$ cat src/rtl/tdm_pkg.sv
// Shared constants, state type and round-robin helper for the 8-channel TDM mux.
package tdm_pkg;

  localparam int N_CH  = 8;
  localparam int SEL_W = 3;

  typedef enum logic [1:0] {
    IDLE  = 2'd0,
    RUN   = 2'd1,
    DRAIN = 2'd2
  } state_t;

  // Returns {found, idx}: the first valid channel at or after ptr, wrapping mod N_CH.
  function automatic logic [SEL_W:0] rr_pick(input logic [N_CH-1:0] valid,
                                             input logic [SEL_W-1:0] ptr);
    logic [SEL_W-1:0] idx;
    rr_pick = '0;
    // Walk from the far end backwards so the nearest valid channel wins last.
    for (int unsigned k = 0; k < N_CH; k++) begin
      idx = ptr + SEL_W'(N_CH - 1 - k);
      if (valid[idx]) rr_pick = {1'b1, idx};
    end
  endfunction

endpackage

$ cat src/rtl/tdm_mux_8x1_rr_arbiter.sv
// Combinational round-robin pick: rotate by ptr, priority-encode, unrotate.
module rr_arbiter_8
  import tdm_pkg::*;
(
  input  logic [N_CH-1:0]  i_valid,
  input  logic [SEL_W-1:0] i_ptr,
  output logic             o_found,
  output logic [SEL_W-1:0] o_idx
);

  logic [N_CH-1:0]  w_rot;
  logic [SEL_W-1:0] w_enc;

  // w_rot[k] = i_valid[(i_ptr + k) mod 8]
  assign w_rot = N_CH'({i_valid, i_valid} >> i_ptr);

  always_comb begin
    w_enc = '0;
    for (int unsigned k = N_CH; k > 0; k--) begin
      if (w_rot[k-1]) w_enc = SEL_W'(k - 1);
    end
  end

  assign o_found = |w_rot;
  assign o_idx   = w_enc + i_ptr;

endmodule

$ cat src/rtl/tdm_mux_8x1.sv
// 8-to-1 TDM mux: round-robin or fixed-slot arbitration into a registered valid/ready stage.
module tdm_mux_8x1
  import tdm_pkg::*;
#(
  parameter int WIDTH     = 1,
  parameter bit SKIP_IDLE = 1'b1
) (
  input  logic                  clk,
  input  logic                  rst_n,
  input  logic                  enable,
  input  logic [8*WIDTH-1:0]    ch_data,
  input  logic [7:0]            ch_valid,
  output logic [7:0]            ch_ack,
  output logic [WIDTH-1:0]      out_data,
  output logic [2:0]            out_sel,
  output logic                  out_valid,
  output logic                  out_empty,
  output logic                  out_last,
  input  logic                  out_ready
);

  state_t           r_state;
  logic [SEL_W-1:0] r_ptr;
  logic [SEL_W-1:0] r_sel;
  logic [WIDTH-1:0] r_data;
  logic             r_valid;
  logic             r_empty;

  logic             w_free;
  logic             w_accept;
  logic             w_found;
  logic [SEL_W-1:0] w_idx;
  logic [SEL_W-1:0] w_slot;
  logic             w_hit;
  logic             w_load;
  logic [WIDTH-1:0] w_item;

  rr_arbiter_8 u_arb (
    .i_valid (ch_valid),
    .i_ptr   (r_ptr),
    .o_found (w_found),
    .o_idx   (w_idx)
  );

  assign w_free   = !r_valid || out_ready;
  assign w_accept = r_valid && out_ready;
  assign w_slot   = SKIP_IDLE ? w_idx : r_ptr;
  assign w_hit    = ch_valid[w_slot];
  assign w_item   = ch_data[w_slot*WIDTH +: WIDTH];

  // Enable is checked before arbitration, so a falling enable suppresses the grant.
  assign w_load = (r_state == RUN) && enable && w_free && (SKIP_IDLE ? w_found : 1'b1);

  always_comb begin
    ch_ack = '0;
    if (w_load && w_hit) ch_ack[w_slot] = 1'b1;
  end

  always_ff @(posedge clk) begin
    if (!rst_n) begin
      r_state <= IDLE;
      r_ptr   <= '0;
      r_sel   <= '0;
      r_data  <= '0;
      r_valid <= 1'b0;
      r_empty <= 1'b0;
    end else begin
      case (r_state)
        IDLE: begin
          if (enable) r_state <= RUN;
        end
        RUN: begin
          if (!enable) begin
            r_state <= DRAIN;
            if (w_accept) begin
              r_valid <= 1'b0;
              r_empty <= 1'b0;
            end
          end else if (w_load) begin
            r_valid <= 1'b1;
            r_sel   <= w_slot;
            r_data  <= w_hit ? w_item : '0;
            r_empty <= !w_hit;
            r_ptr   <= w_slot + 3'd1;
          end else if (w_accept) begin
            r_valid <= 1'b0;
            r_empty <= 1'b0;
          end
        end
        DRAIN: begin
          if (!r_valid || out_ready) begin
            r_state <= IDLE;
            r_valid <= 1'b0;
            r_empty <= 1'b0;
          end
        end
        default: r_state <= IDLE;
      endcase
    end
  end

  assign out_data  = r_data;
  assign out_sel   = r_sel;
  assign out_valid = r_valid;
  assign out_empty = r_empty;
  assign out_last  = r_valid && (r_sel == 3'd7);

endmodule

$ cat config.mk
export PLATFORM = sky130hd
export DESIGN_NAME = tdm_mux_8x1
export DESIGN_NICKNAME = d
export VERILOG_FILES = /design/src/rtl/tdm_pkg.sv /design/src/rtl/tdm_mux_8x1_rr_arbiter.sv /design/src/rtl/tdm_mux_8x1.sv
export SDC_FILE = /design/constraint.sdc
export NUM_CORES = 1
export LEC_CHECK = 0
export ABC_AREA = 1
export CAP_MARGIN = 30
export CORE_MARGIN = 10
export CORE_UTILIZATION = 45
export CTS_CLUSTER_SIZE = 28
export DETAILED_ROUTE_END_ITERATION = 10
export PLACE_DENSITY = 0.75
export SKIP_CTS_REPAIR_TIMING = 1
export SYNTH_ARGS = -nofsm -noshare
export SYNTH_HDL_FRONTEND = slang
export SYNTH_SLANG_ARGS = --single-unit
$ cat constraint.sdc
create_clock -name clk -period 8.1 [get_ports clk]
set_clock_uncertainty 0.05 [all_clocks]
set_input_delay 1.215 -clock clk [delete_from_list [all_inputs] [get_ports clk]]
set_output_delay 1.215 -clock clk [all_outputs]
set_load 0.005 [all_outputs]
==> summary.txt <==
Synthesis
  – Top cell type by total area after synthesis: nand2_1
  – Count of unique library cells instantiated by Yosys: 27
  – Fraction of synthesized cell area taken by the top area cell type: 22.62%
  – Synthesized-area fraction occupied by adder cells: 1.567%
  – Synthesized area divided by synthesized cell count: 5.678 sq um
  – Number of warnings printed during yosys synthesis: 0
  – Share of synthesized area occupied by flip-flops and latches: 17.24%
  – Count of mapped cells out of synthesis: 225
  – Biggest area contributors in the synthesized netlist: nand2_1, dfxtp_1, nand3_1
  – Combined area of all synthesized cells: 1277 sq um
  – Largest family of logic cells by synthesized area: simple AND/OR/NAND/NOR gates
  – Proportion of synthesized area in mux cells: 0%
  – Seq cells post-synth: 11
  – Compound-gate portion of the synthesized area: 9.892%
  – Post-synthesis share of cell area spent on and, or, nand and nor gates: 57.79%
  – Syn Nets: 246
  – Share of the synthesized netlist area taken by xor and xnor gates: 0.6856%

Setup path
  – Startpoint types: primary input
  – CP startpoint: ch_valid[0]
  – Category of the worst setup path capture point: output pin
  – Max incr delay on CP: 0.52 ns
  – CP max-delay cell: clkdlybuf4s50_1
  – Family with the most delay on the worst path: simple AND/OR/NAND/NOR gates
  – Worst setup slack for register-to-register paths: 4.62 ns
  – Critical Path, Cell by Cell: clkdlybuf4s50_1, nand2_1, nand3_1, nand3_1, nand2_1, nand2_1, nand2_1, nand2_1, nand2_1, nand2_1, nand2_2, nand3_2, fa_1, xor2_1, or2_4, nand2_4, inv_2, nand3_1, nand3_2, nor3_2, clkdlybuf4s50_1
  – Critical path buffer and inverter count: 3
  – Data arrival time at the worst-slack endpoint: 4.58 ns
  – FF-to-FF Start: r_ptr[0]
  – Crit Path Category: in -> out
  – Peak fanout along the critical path: 8
  – Crit path required time: 6.84 ns
  – Most used cell along the critical path: nand2_1

STA
  – Timing-limited maximum frequency: 0.1712 GHz
  – Final TNS setup: 0 ns
  – RSZ-0062 raised after global routing: no
  – Final setup violating endpoints: 0
  – Count of pins over their slew limit: 0
  – Worst slew pin tran: 0.7917 ns
  – Worst slew margin relative to its limit: 47.03%
  – Final critical path time including I/O delays and setup: 5.841 ns
  – Post-Route Hold Slack: 0.4248 ns
  – Share of the cycle needed by the critical path after routing: 72.11%
  – Final Hold Fails: 0

Floorplan
  – Horiz. Die Dim: 73.28 microns
  – Die Y: 73.28 microns
  – Number of standard-cell rows in the floorplan: 19
  – Standard cell core area: 2734 sq um
  – Initial Utilization: 46.73%
  – Top Ports: 35
  – Floorplan die area: 5370 sq um

Final layout
  – Net count, final: 279
  – Design Area, Final: 1642 sq um
  – Area growth from synthesis to layout: 28.50%
  – Final core area utilization: 60.05%
  – Fillcell total: 277
  – Antenna diodes: 0
  – Commonest cells after routing, fill and taps aside: nand2_1, nand3_1, clkdlybuf4s50_1, inv_1, nor2_1
  – Ratio of cells with drive above 1 in the final layout: 12.45%
  – Most common cell after layout, fill and taps aside: nand2_1

Clocking
  – TritonCTS buffer count: 3
  – H-Tree Level Count: 1
  – # clock sinks: 11
  – Master cell of the clock root buffer: clkbuf_4
  – CTS tree: built
  – Clock insertion delay at the later pin of the skew report: 0.27 ns
  – Number of buffers on the longest clock path: 2
  – Clock-pin slew reported for the worst setup and hold paths after clock tree synthesis: 0.07 ns

Routing
  – Antenna-violating nets left: 0
  – Per-cell routed wire length: 11.70 microns
  – Via density per instance: 5.073
  – DRC viols: 0
  – First-pass iteration count of the detailed router: 4
  – Via Count: 1461
  – Total wire length: 3369 microns
  – Initial detailed-routing violation count: 99

Global route
  – Global-route usage over all layers: 12.49%
  – Maximum number of pins on one net before global-route repair: 13
  – Global-route congestion overflow total: 0
  – Number of global-route vias before repair: 1313
  – Global-route wire length before repair: 5720 microns
  – Number of antenna violations at the first check in global routing: 0

Power
  – Leakage power total: 0.0007630 uW
  – IR Drop Worst-Case VDD: 182.0 uV
  – Power per cell area: 133.3 nW/um^2

Placed design
  – Port buffer count: 34
  – Sum of net half-perimeters after detailed placement: 2867 microns
  – Area after DPL: 1615 sq um
  – Global placement routability congestion: 0.8383

Run
  – Maxcap violations: 0

Outcome
  – Status: complete, no violations

Min path
  – Class of the most critical hold timing path: reg -> reg
  – Worst min-delay path startpoint: r_state[1]
==> where the power goes <==
part / switching [uW] / internal, uW / total (uW)
combinational: 76.6 / 44.1 / 121
sequential: 4.10 / 56.9 / 61.0
clock: 18.1 / 19.1 / 37.2
==> cells in the mapped netlist <==
| library cell | count |
|---|---|
| a21oi_1 | 6 |
| a21oi_2 | 1 |
| a31oi_1 | 5 |
| a31oi_2 | 1 |
| buf_2 | 3 |
| buf_4 | 2 |
| buf_6 | 1 |
| dfxtp_1 | 11 |
| fa_1 | 1 |
| inv_1 | 28 |
| inv_2 | 3 |
| inv_4 | 1 |
| nand2_1 | 77 |
| nand2_2 | 8 |
| nand2_4 | 2 |
| nand3_1 | 36 |
| nand3_2 | 5 |
| nand4_1 | 1 |
| nand4_2 | 1 |
| nor2_1 | 17 |
| nor3_1 | 1 |
| nor3_2 | 5 |
| o211ai_1 | 2 |
| o21ai_0 | 4 |
| o21ai_2 | 1 |
| or2_4 | 1 |
| xor2_1 | 1 |
==> logic make-up after synthesis <==
group                      count (synthesis)
buffers and inverters                     38
AOI/OAI and AO/OA                         20
and+or+nand+nor                          154
DFF                                       11
adders and majority gates                  1
xor gates and xnor gates                   1
==> routing by layer <==
layer / vias to the layer above / part of all wire, % / GRT usage (%) / wire, microns
li1: 786 / - / - / -
met1: 624 / 46 / 15.59 / 1542
met2: 49 / 47 / 21.68 / 1598
met5: - / 0 / 0 / 0
met4: 0 / 0.53 / 1.266 / 18
met3: 2 / 6.2 / 2.961 / 209
==> final timing paths <==
path,endpoint,cells past startpoint
max,ch_ack[1],21
max reg2reg,out_data,22
min reg2reg,r_state[0],1
min,r_state[0],1
==> per-stage QoR <==
step                cells  worst slack, ns  power (uW)
floorplan             225            3.579       152.8
global placement      284            2.287       182.2
detailed placement    284            2.274       183.1
CTS                   288            2.269       219.7
global route          288            1.913       240.8
finish                288            2.259       218.9
==> sequential cells by signal, summed over array words and instances (netlist names) <==
name       cells
out_valid      1
out_empty      1
r_state        2
r_ptr          3
out_data       1
out_sel        3
==> worst reg2reg max path, delay by kind of cell (launching register included) <==
family	cells	cell delay, ns
buffers and inverters	3	0.43
adders and majority gates	1	0.77
DFF	1	0.62
and+or+nand+nor	16	1.36
AOI/OAI and AO/OA	2	0.19
==> final cells by class <==
cell class / instances / area (sq um) / area share (%)
multi-input cells: 176 / 893.4 / 54.42
repair buffers: 34 / 340.3 / 20.73
inverters: 32 / 122.6 / 7.470
flip-flops and latches: 11 / 220.2 / 13.41
well taps: 31 / 38.79 / 2.363
clock buffers: 4 / 26.28 / 1.601
Note: power is estimated with default switching activity, not from simulation.
